File: config.mk
export PLATFORM = sky130hd
export DESIGN_NAME = dmem_arbiter
export DESIGN_NICKNAME = d
export VERILOG_FILES = /design/src/rtl/dmem_arb_pkg.sv /design/src/rtl/arb_pick.sv /design/src/rtl/dmem_arbiter.sv
export SDC_FILE = /design/constraint.sdc
export NUM_CORES = 1
export LEC_CHECK = 0
export ABC_CLOCK_PERIOD_IN_PS = 1940
export CELL_PAD_IN_SITES_DETAIL_PLACEMENT = 0
export CELL_PAD_IN_SITES_GLOBAL_PLACEMENT = 1
export CORE_MARGIN = 4
export CORE_UTILIZATION = 31
export CTS_CLUSTER_SIZE = 16
export DETAILED_ROUTE_END_ITERATION = 16
export GPL_TIMING_DRIVEN = 0
export PLACE_DENSITY = 0.81
export SKIP_CTS_REPAIR_TIMING = 1
export SYNTH_ARGS = -nofsm -noshare
export SYNTH_HDL_FRONTEND = slang
export SYNTH_SLANG_ARGS = --single-unit
File: constraint.sdc
create_clock -name clk -period 1.94 [get_ports clk]
set_input_delay 0.194 -clock clk [delete_from_list [all_inputs] [get_ports clk]]
set_output_delay 0.194 -clock clk [all_outputs]
set_load 0.01 [all_outputs]
File: src/rtl/dmem_arb_pkg.sv
// dmem_arb_pkg: shared FSM state encoding and owner codes for the data-memory arbiter
package dmem_arb_pkg;
  typedef enum logic [1:0] {IDLE, ACCESS, RESP} state_t;
  localparam logic OWN_CPU = 1'b0;
  localparam logic OWN_DMA = 1'b1;
endpackage

File: src/rtl/arb_pick.sv
// arb_pick: picks the winning requester; DMEM_ARB_RR_EN selects round-robin, otherwise CPU-first priority
module arb_pick (
  input  logic [1:0] req,
  input  logic       ptr,
  output logic       win,
  output logic       any
);
`ifdef DMEM_ARB_RR_EN
  assign win = req[1] & (~req[0] | ptr);
`else
  logic unused_ptr;
  assign unused_ptr = ptr;
  assign win = req[1] & ~req[0];
`endif
  assign any = |req;
endmodule

File: src/rtl/dmem_arbiter.sv
// dmem_arbiter: shares one data-memory port between CPU and DMA; DMEM_ARB_RR_EN enables round-robin
module dmem_arbiter
  import dmem_arb_pkg::*;
#(
  parameter int AW      = 32,
  parameter int DW      = 32,
  parameter int MEM_LAT = 1
) (
  input  logic          clk,
  input  logic          reset,
  input  logic          cpu_req,
  input  logic          cpu_we,
  input  logic [AW-1:0] cpu_addr,
  input  logic [DW-1:0] cpu_wdata,
  output logic [DW-1:0] cpu_rdata,
  output logic          cpu_ack,
  output logic          cpu_stall,
  input  logic          dma_req,
  input  logic          dma_we,
  input  logic [AW-1:0] dma_addr,
  input  logic [DW-1:0] dma_wdata,
  output logic [DW-1:0] dma_rdata,
  output logic          dma_ack,
  output logic          mem_read,
  output logic          mem_write,
  output logic [AW-1:0] mem_addr,
  output logic [DW-1:0] mem_wdata,
  input  logic [DW-1:0] mem_rdata,
  output logic          owner,
  output logic          busy
);
  localparam int CW = $clog2(MEM_LAT + 1);
  state_t          state_q, state_d;
  logic            owner_q, owner_d, we_q, we_d;
  logic [AW-1:0]   addr_q, addr_d;
  logic [DW-1:0]   wdata_q, wdata_d, rdata_q, rdata_d;
  logic [CW-1:0]   cnt_q, cnt_d;
  logic            win, any, ptr, grant, acc, resp;
  arb_pick u_pick (.req({dma_req, cpu_req}), .ptr(ptr), .win(win), .any(any));
  assign grant = (state_q == IDLE) & any;
`ifdef DMEM_ARB_RR_EN
  logic ptr_q;
  assign ptr = ptr_q;
  // round-robin pointer hands priority to whichever side lost the last grant
  always_ff @(posedge clk or negedge reset)
    if (!reset) ptr_q <= OWN_CPU;
    else if (grant) ptr_q <= ~win;
`else
  assign ptr = OWN_CPU;
`endif
  // state and latched-request registers; reset drops any access in flight
  always_ff @(posedge clk or negedge reset)
    if (!reset) begin
      state_q <= IDLE;
      owner_q <= OWN_CPU;
      we_q    <= 1'b0;
      addr_q  <= '0;
      wdata_q <= '0;
      rdata_q <= '0;
      cnt_q   <= '0;
    end else begin
      state_q <= state_d;
      owner_q <= owner_d;
      we_q    <= we_d;
      addr_q  <= addr_d;
      wdata_q <= wdata_d;
      rdata_q <= rdata_d;
      cnt_q   <= cnt_d;
    end
  // next state: latch winner in IDLE, count down access cycles, then one response cycle
  always_comb begin
    state_d = state_q;
    owner_d = owner_q;
    we_d    = we_q;
    addr_d  = addr_q;
    wdata_d = wdata_q;
    rdata_d = rdata_q;
    cnt_d   = cnt_q;
    case (state_q)
      IDLE: if (any) begin
        state_d = ACCESS;
        owner_d = win;
        we_d    = win ? dma_we : cpu_we;
        addr_d  = win ? dma_addr : cpu_addr;
        wdata_d = win ? dma_wdata : cpu_wdata;
        cnt_d   = CW'(MEM_LAT - 1);
      end
      ACCESS: if (cnt_q == '0) begin
        state_d = RESP;
        rdata_d = we_q ? '0 : mem_rdata;
      end else cnt_d = cnt_q - 1'b1;
      default: state_d = IDLE;
    endcase
  end
  assign acc       = state_q == ACCESS;
  assign resp      = state_q == RESP;
  assign mem_read  = acc & ~we_q;
  assign mem_write = acc & we_q;
  assign mem_addr  = acc ? addr_q : '0;
  assign mem_wdata = acc ? wdata_q : '0;
  assign cpu_ack   = resp & (owner_q == OWN_CPU);
  assign dma_ack   = resp & (owner_q == OWN_DMA);
  assign cpu_rdata = cpu_ack ? rdata_q : '0;
  assign dma_rdata = dma_ack ? rdata_q : '0;
  assign cpu_stall = cpu_req & ~cpu_ack;
  assign busy      = state_q != IDLE;
  assign owner     = busy & owner_q;
endmodule

After elaboration in Yosys (flattened, before gate mapping). Cells that the tools add are included.

Register bits after elaboration: 101. Bits of input ports: 166. Output and inout port bits: 135. Logic and storage cells: 46.

Add/subtract/negate cells: 1. Equal/unequal tests: 4. Muxes and demuxes: 14. Bitwise gates (word level): 12. Reduce and logical (&&, ||, !) cells: 8.

Operators with widths (count): 2-to-1 mux 32 bit (7); AND reduction 2 bit (4); bitwise AND 1 bit (7); NOT 1 bit (5); 2-to-1 mux 2 bit (2); != test 2 bit, second input constant (2); case mux 2 bit (2 select lines) (1); nonzero test 2 bit (2); 2-to-1 mux 1 bit (3); == test 2 x 1 -> 1 bit, second input constant (1); == test 2 bit, second input constant (1); logical NOT 2 bit (1); case mux 1 bit (2 select lines) (1); OR reduction 2 bit (1); subtractor 1 bit, second input constant (1).

Logic depth before layout (Yosys ltp).
Depth after elaboration: 4. Gate-level depth with buffers: 7. Depth with buffers taken out: 4.

Modules after synthesis. A second synthesis with hierarchy kept.

Cells, all modules: 469. Area, all modules: 5646.7 µm².

Modules (own cells, without submodules): dmem_arbiter (times used 1, cells each 467, area an instance 5634.2 µm², seq. area each 2502.4 µm²); arb_pick (times used 1, cells each 2, area an instance 12.5 µm², seq. area each 0.0 µm²).

Least setup slack after synthesis. OpenSTA, ideal clock, no wires.

Path kind: reg2reg. From: reg state_q[0]. To: reg addr_q[12]. Setup time: 0.125 ns. Arrival: 1.354 ns. Data required time: 1.815 ns. Setup slack: 0.461 ns. Stages on the path, launching flop included: 6. Buffers on the path: 2. Period minus slack after synthesis: 1.479 ns. Cells stage by stage: dfrtp_1 -> nor2_2 -> o21a_1 -> buf_4 -> buf_6 -> mux2_4.

Word-level cells in the longest chain between the ends: 2.

RTL lines: start: declaration (RTL line dmem_arbiter.sv:33) `state_t state_q, state_d;`; start signal: assignment (RTL line dmem_arbiter.sv:62) `state_q <= state_d;`; logical NOT 2 bit (RTL line dmem_arbiter.sv:79) `case (state_q)`; AND reduction 2 bit (no source line); end signal: assignment (RTL line dmem_arbiter.sv:65) `addr_q <= addr_d;`; end: declaration (RTL line dmem_arbiter.sv:35) `logic [AW-1:0] addr_q, addr_d;`.

Every way passes these cells. A chain may end at the register's enable or synchronous reset.

Worst setup path after layout.
From: reg state_q[0]. To: out dma_rdata[29].

Word-level cells in the longest chain between the ends: 3.

RTL lines: == test 2 bit (RTL line dmem_arbiter.sv:96) `assign resp = state_q == RESP;`; bitwise AND 1 bit (RTL line dmem_arbiter.sv:102) `assign dma_ack = resp & (owner_q == OWN_DMA);`; 2-to-1 mux 32 bit (RTL line dmem_arbiter.sv:104) `assign dma_rdata = dma_ack ? rdata_q : '0;`; end: declaration (RTL line dmem_arbiter.sv:22) `output logic [DW-1:0] dma_rdata,`.

Every way passes these cells.

==> out/qor.yml <==
drv_cap: 0
rsz0062_at_grt: "yes"
wl_um: 18230
fp.coreArea_mm2: 0.01883
clk_pin_slew_ns: 0.07
setup_ws_ns: -0.1872
dieWidth_um: 147.0
drc: 0
overflow: 0
syn2layout_area_growth_pct: 64.86
synthCells: 505
max_freq_mhz: 470.1
synthesis.nets: 671
finalHoldViolations: 0
wire_per_inst_um: 16.74
start_util: 0.3183
synth_seq_cells: 100
io_pins: 301
synth_area_mm2: 0.005993
met2_usage: 0.2813
worstPathMaxFanout: 10
grt_pass1_wl_um: 27170
fin_cells: 1089
yosys.cell_types.count: 23
avgSynthCellArea_um2: 11.87
tightest_slew_ns: 0.5903
h-tree-depth: 3
grt_use_met1: 0.1865
internal-power_uw: 7672
power_frac_clock: 0.143
diodes: 0
busiest_layer: "met2"
cts.sinks: 100
vias: 4692
crit_path_end_kind: "primary output"
hold_path.class: "in -> reg"
fill_cells: 1690
crit_path_start_kind: "flip-flop"
drv_slew: 0
grt_usage: 0.1621
postRouteAntennaNets: 0
grt_max_degree: 59
portBuffers: 300
skew_ns: 0.006838
p_per_area_mw_per_mm2: 1191
switchingPower_uw: 4091
setup_viol: 2
tritoncts: "done"
outcome: "finished with violations"
dp_cells: 1066
dp_hpwl_um: 14500
drtIter0Drc: 180
first_pass_iters: 4
place.gp.congestion: 0.7221
placementRows: 50
synth_warnings: 0
hold_ws_ns: 0.3936
fin_util: 0.5247
die_area_mm2: 0.02162
p_seq_frac: 0.324
cp.required_ns: 1.75
finalNetCount: 990
via_per_inst: 4.309
post_route_cells_drive_above_1_share: 0.2702
crit_arrival_ns: 1.93
die_y_um: 147.0
antenna_found_initial: 0
critPathKind: "reg -> out"
fin_crit_sh: 1.096
post-place-ws_ns: -0.4146
violations: "negative setup slack"
max-slew-margin-rel: 0.6065
grt_pass1_vias: 4751
clockBufferDepth: 2
p_comb_frac: 0.533
clk_latency_ns: 0.35
switching_share: 0.3478
root_buffer: "clkbuf_16"
grt_use_met3: 0.06539
p_leak_uw: 0.006105
ir_drop_v: 0.0005001
fin_crit_ns: 2.127
cts_made_buffers: 9
ys_seq_area_frac: 0.4175
Yosys cell counts, drive strengths merged:
library cell | n | area share
o21a | 1 | 0.0013
inv | 2 | 0.0013
nor2 | 2 | 0.0017
nor2b | 2 | 0.0021
nand3b | 32 | 0.040
mux2 | 130 | 0.31
buf | 19 | 0.035
dfrtp | 100 | 0.42
clkbuf | 18 | 0.011
a21oi | 2 | 0.0017
and3b | 1 | 0.0015
nor3b | 1 | 0.0021
nand2b | 2 | 0.0033
and2 | 129 | 0.13
nand2 | 64 | 0.040
area by class of cell:
class / count / area, um2 / area share
sequential: 100 / 2504 / 0.2534
buffer: 37 / 360.3 / 0.03647
inverter: 2 / 15.01 / 0.001520
clock inverter: 6 / 40.04 / 0.004052
clock buffer: 10 / 229.0 / 0.02317
multi-input combinational: 366 / 3216 / 0.3254
timing repair buffer: 308 / 3192 / 0.3230
tap: 260 / 325.3 / 0.03292
logic make-up after synthesis:
logic type	after synthesis	share of synthesized area
simple gates	233	0.2255
mux	130	0.3069
flops	100	0.4175
buf+inv	39	0.04718
compound gates	3	0.002923
metal layers:
metal / vias to the layer above / wire length (um)
li1: 2305 / -
met1: 2166 / 7466
met2: 208 / 8698
met3: 13 / 1857
met4: 0 / 207
met5: - / 0
layout by cell type, fill, tap and decap left out:
cell type        instances
dfrtp_1                 99
mux2_2                  30
clkinvlp_4               1
dlygate4sd3_1            1
buf_6                   14
clkinv_2                 3
dfrtp_2                  1
clkbuf_16                9
nand2b_4                 1
buf_4                    8
clkinv_4                 1
nand2_1                 64
nor2_2                   1
a21oi_1                  2
inv_8                    1
nor3b_4                  1
buf_8                    1
clkdlybuf4s50_1        168
and3b_2                  1
nor2b_1                  2
and2_1                 129
buf_16                   1
nor2_1                   1
nand2b_1                 1
clkbuf_1                 6
buf_2                    7
inv_6                    1
clkbuf_2                33
clkbuf_4                 2
buf_12                   7
dlymetal6s2s_1          98
mux2_4                 100
o21a_1                   1
inv_1                    1
nand3b_1                32
stage by stage:
stage                     TNS [ns]  instance area, um2  total power, uW
after floorplan                  0                5993             7371
after global placement     -373.71                9321            10220
after detailed placement    -28.93                9346            10300
after CTS                   -77.89                9615            12040
after global routing       -0.5687                9881            12620
final                      -0.3536                9881            11760
critical path, stage by stage, from the launching register on:
cell             delay, ns
dfrtp_2               0.44
and3b_2               0.30
buf_6                 0.16
and2_1                0.14
clkdlybuf4s50_1       0.54
sequential cells by signal (all words and copies together) (netlist names):
signal and flops:
addr_q 32, rdata_q 32, wdata_q 32, state_q 2, owner_q 1, we_q 1
power by group through the flow:
| stage | Sequential (uW) | Combinational, uW | Clock [uW] |
|---|---|---|---|
| after floorplan | 3580 | 3790 | 0 |
| after global placement | 3810 | 6410 | 0 |
| after detailed placement | 3820 | 6480 | 0 |
| after CTS | 3820 | 6480 | 1740 |
| after global routing | 3960 | 6840 | 1820 |
| final | 3810 | 6270 | 1680 |
final timing paths:
path	from	to	slack, ns	cells past startpoint
max reg2reg	state_q[1]	addr_q[12]	0.15	6
min in group asynchronous	reset	rdata_q[24]	0.41	2
min reg2reg	rdata_q[29]	rdata_q[29]	0.47	2
min	mem_rdata[12]	rdata_q[12]	0.39	3
max in group asynchronous	reset	state_q[0]	0.82	3
max	state_q[0]	dma_rdata[29]	-0.19	4
No activity file was read; power rests on OpenSTA's default activity.
==> variant 1, RTL diff (same flow settings) <==
Set the parameter `MEM_LAT` to 2 (it was 1).
--- a/src/rtl/dmem_arbiter.sv
+++ b/src/rtl/dmem_arbiter.sv
@@ -5,5 +5,5 @@
   parameter int AW      = 32,
   parameter int DW      = 32,
-  parameter int MEM_LAT = 1
+  parameter int MEM_LAT = 2
 ) (
   input  logic          clk,
Behaviour: not the same (Yosys sat finds a counterexample within 4 cycles, from zero or initial values and one cycle with reset low).
==> variant 1 against the original RTL <==
- the flow still finishes with violations (setup timing)
- wire length rose by 8.0%
- total power rose by 7.2%
- count of clock-buffer cells in the layout rose by 1
- setup slack got worse by 0.055 ns
- sequential cell count rose by 2
- cell area fell by 1.2%
- die area fell by 5.4%
- area after synthesis fell by 5.7%
- critical path type unchanged
- largest power group unchanged
==> variant 1: results (changes against the original RTL) <==
run_status: "finished, violations left"
failed_checks: "setup timing"
r2r_cells: 7  # +1
grt_usage_pct: 18.4  # +2.2 points
clock_power_share_pct: 14.9  # +0.6 points
worst_setup_hold_path_clk_slew_ns: 0.07  # about the same
cts.htree.levels: 3  # unchanged
estimated_wirelength_of_the_detail_placed_design_um: 15400  # +6.5%
synth.net_count: 766  # +14%
reg.largest.list: "addr_q x32, rdata_q x32, wdata_q x32"
irDropWorstVdd_mv: 0.503  # +0.60%
maxSlewHeadroom_pct: 63.7  # +3.1 points
worstSetupStartpoint: "state_q[0]"
cts.path.max_buffers: 2  # unchanged
cellInternalPower_mw: 7.74  # +0.82%
setup_ws_ns: -0.242  # -0.0547 ns
ys_top_cells_by_area: "sky130_fd_sc_hd__dfrtp_1, sky130_fd_sc_hd__and2_1, sky130_fd_sc_hd__mux2i_1"
post_route_cells_drive_above_1_share_pct: 13.8  # -13 points
worstPathMaxFanout: 10  # unchanged
antenna_cells: 0  # unchanged
dp_cells: 1130  # +6.0%
synth_seq_area_share_pct: 45.2  # +3.4 points
port_buffers: 300  # unchanged
synthDistinctLibCells: 23  # unchanged
grt_first_pass_wirelength_um: 29000  # +6.7%
synth.top_cells.by_count: "sky130_fd_sc_hd__and2_1, sky130_fd_sc_hd__a21oi_1, sky130_fd_sc_hd__dfrtp_1"
first_global_vias: 5256  # +11%
synthFlopType: "sky130_fd_sc_hd__dfrtp_1"
cp_data_arrival_time_ns: 1.99  # +0.06 ns
routed_wire_length_per_instance_um: 16.9  # +1.1%
finish.cell_count_without_fillers: 1163  # +6.8%
postPlaceCellArea_um2: 8980  # -3.9%
minimum_setup_slack_after_placement_ns: -0.668  # -0.254 ns
final-setup-viol-count: 1  # -1
r2r-start: "cnt_q[0]"
detail_route.iter0.violations: 107  # -41%
min-delay-path-class: "input port to async pin"
netlist_instances: 599  # +19%
fin_worst_skew_ns: 0.00577  # -0.00107 ns
grt_max_degree: 37  # -37%
finalWeightedCongestion: 0.765  # +6.0%
antenna_found_initial: 0  # unchanged
synth-async-reset-ratio_pct: 100  # unchanged
cellLeakagePower_nw: 5.96  # -2.4%
vias_per_cell: 4.59  # +6.6%
## variant 1: power by group through the flow
stage,sequential (mW),clock (mW),combinational [mW]
after detailed placement,3.84,0,6.99
after global placement,3.78,0,6.95
after CTS,3.80,1.95,7.03
final,3.84,1.87,6.90
after global routing,4.01,2.04,7.62
after floorplan,3.62,0,3.64
## variant 1: worst paths after layout
kind                            endpoint  slack, ns
setup / recovery           dma_rdata[30]      -0.24
hold / removal                wdata_q[6]       0.33
setup reg to reg              rdata_q[5]       0.19
hold reg to reg              rdata_q[19]       0.49
max in group asynchronous      addr_q[4]       0.80
min in group clk              rdata_q[9]       0.41
## variant 1: cells by family after synthesis
group | Yosys count | share of synthesized area (%)
buffers and inverters | 57 | 4.69
AOI/OAI and AO/OA | 167 | 16.9
adders and majority gates | 1 | 0.221
and+or+nand+nor | 207 | 21.6
muxes | 65 | 11.5
DFF | 102 | 45.2
## variant 1: final cells by class
type	count	area, um2
fill	1705	8200
tap	229	287
clock inverter	5	57.6
inverter	4	15.0
multi-input combinational	440	2870
sequential	102	2550
buffer	52	355
clock buffer	11	253
timing repair buffer	320	3370
## variant 1: critical path, stage by stage, from the launching register on
cell and delay [ns]:
sky130_fd_sc_hd__dfrtp_2 0.44, sky130_fd_sc_hd__and3b_2 0.34, sky130_fd_sc_hd__buf_6 0.17, sky130_fd_sc_hd__and2_1 0.15, sky130_fd_sc_hd__clkdlybuf4s50_1 0.54
## variant 1: metal layers
| layer | vias to the layer above | global-route usage [%] | wire length, um |
|---|---|---|---|
| li1 | 2662 | - | - |
| met5 | - | 0 | 0 |
| met2 | 222 | 30.3 | 9340 |
| met3 | 16 | 6.20 | 2050 |
| met1 | 2440 | 23.0 | 7980 |
| met4 | 0 | 5.55 | 310 |
## variant 1: metrics by stage
step | power, mW | TNS (ns)
2_1_floorplan | 7.26 | 0
3_3_place_gp | 10.7 | -408.87
3_5_place_dp | 10.8 | -48.51
4_1_cts | 12.8 | -94.60
5_1_grt | 13.7 | -0.402
6_report | 12.6 | -0.242
==> variant 2, RTL diff (same flow settings) <==
Without the edit above. `addr_q` no longer has a reset.
--- a/src/rtl/dmem_arbiter.sv
+++ b/src/rtl/dmem_arbiter.sv
@@ -55,5 +55,4 @@
       owner_q <= OWN_CPU;
       we_q    <= 1'b0;
-      addr_q  <= '0;
       wdata_q <= '0;
       rdata_q <= '0;
@@ -63,9 +62,12 @@
       owner_q <= owner_d;
       we_q    <= we_d;
-      addr_q  <= addr_d;
       wdata_q <= wdata_d;
       rdata_q <= rdata_d;
       cnt_q   <= cnt_d;
     end
+
+  always_ff @(posedge clk) begin
+    addr_q <= addr_d;
+  end
   // next state: latch winner in IDLE, count down access cycles, then one response cycle
   always_comb begin
Behaviour: same outputs for any inputs over 10 cycles, from zero or initial values and one cycle with reset low; that may be too few to reach the edited logic, so the function may still have changed.
==> variant 2 against the original RTL <==
- the flow finishes with violations (hold timing, setup timing)
- total power down 9.7%
- setup slack worse by 0.0043 ns
- area after synthesis down 9.1%
- synthesized cell count down 6.7%
- wire length down 5.2%
- register-to-register slack worse by 0.11 ns
- utilization up 1.3 points
- combinational power down 19%
- sequential cell count unchanged
- hold slack worse by 0.43 ns
- cell area down 6.3%
- critical path type unchanged
==> variant 2: results (changes against the original RTL) <==
run_status: "finished, violations left"
synth-edff-count: 32  # +32
setup-tns-final_ns: -0.741  # -0.387 ns
nNetsFinal: 953  # -3.7%
netlist_instances: 471  # -6.7%
synthDistinctLibCells: 21  # -8.7%
estimated_wirelength_of_the_detail_placed_design_um: 13900  # -4.3%
routed_wire_length_per_instance_um: 17.0  # +1.5%
post_route_cells_drive_above_1_share_pct: 23.4  # -3.7 points
setup_ws_ns: -0.191  # -0.00428 ns
worst_hold_slack_ns: -0.0368  # -0.430 ns
synth_seq_area_share_pct: 48.9  # +7.1 points
failed_checks: "hold timing, setup timing"
synth.top_cells.by_count: "sky130_fd_sc_hd__and2_1, sky130_fd_sc_hd__dfrtp_1, sky130_fd_sc_hd__mux2_2"
grt_usage_pct: 17.4  # +1.2 points
fin_worst_skew_ns: 0.00540  # -0.00144 ns
via_count: 4556  # -2.9%
first_global_vias: 5062  # +6.5%
grt_first_pass_wirelength_um: 27000  # -0.66%
final-setup-viol-count: 4  # +2
irDropWorstVdd_mv: 0.655  # +31%
final_hold_viol_count: 68  # +68
num-fill-cells: 1474  # -13%
detail_route.iter0.violations: 135  # -25%
global_route.usage.met2_pct: 32.0  # +3.8 points
min-delay-path-class: "input port to async pin"
grt_max_degree: 69  # +17%
dp_cells: 996  # -6.6%
==> variant 2: worst paths after layout <==
kind	from	endpoint	slack, ns	cells past startpoint
setup / recovery	state_q[0]	dma_rdata[27]	-0.19	4
hold / removal	reset	wdata_q[9]	-0.04	1
setup reg to reg	state_q[0]	wdata_q[28]	0.04	5
hold reg to reg	rdata_q[4]	rdata_q[4]	0.48	2
max in group asynchronous	reset	rdata_q[16]	1.41	1
min in group clk	mem_rdata[14]	rdata_q[14]	0.39	3
==> variant 2: critical path, delay by kind of cell, from the launching register on <==
kind,cells,cell delay [ns]
flip-flops,1,0.42
AND/OR/NAND/NOR,2,0.49
buffers and inverters,2,0.68
==> variant 2: routing by layer <==
| metal | wire length [um] | share of wire [%] |
|---|---|---|
| met1 | 6460 | 37 |
| met2 | 9080 | 53 |
| met3 | 1190 | 6.9 |
| met4 | 539 | 3.1 |
| met5 | 0 | 0 |
==> variant 2: layout make-up <==
cell class / instances / share of cell area [%]
tap: 225 / 3.04
timing repair buffer: 305 / 33.7
clock buffer: 9 / 2.43
buffer: 34 / 3.01
clock inverter: 7 / 0.865
multi-input combinational: 335 / 28.0
inverter: 2 / 0.162
sequential: 100 / 28.7
==> variant 2: cells by family after synthesis <==
family,share of synthesized area (%)
AND/OR/NAND/NOR,24.7
buffers and inverters,3.72
multiplexers,22.3
AO/OA/AOI/OAI,0.459
flip-flops,48.9
==> variant 2: metrics by stage <==
| step | hold WS (ns) | setup WS, ns | util (%) |
|---|---|---|---|
| 3_5_place_dp | 0.377 | -0.596 | 50.7 |
| 4_1_cts | -0.00757 | -0.985 | 52.4 |
| 5_1_grt | 0.0415 | -0.279 | 53.7 |
| 2_1_floorplan | -0.102 | 0.273 | - |
| 6_report | -0.0368 | -0.191 | 53.7 |
| 3_3_place_gp | 0.462 | -1.64 | 50.7 |
==> variant 2: power groups by stage <==
| stage | sequential (mW) | clock (mW) | combinational, mW |
|---|---|---|---|
| after global placement | 3.67 | 0 | 5.22 |
| final | 3.70 | 1.86 | 5.07 |
| after CTS | 3.70 | 1.91 | 5.32 |
| after global routing | 3.84 | 2.00 | 5.56 |
| after floorplan | 3.51 | 0 | 2.85 |
| after detailed placement | 3.73 | 0 | 5.30 |
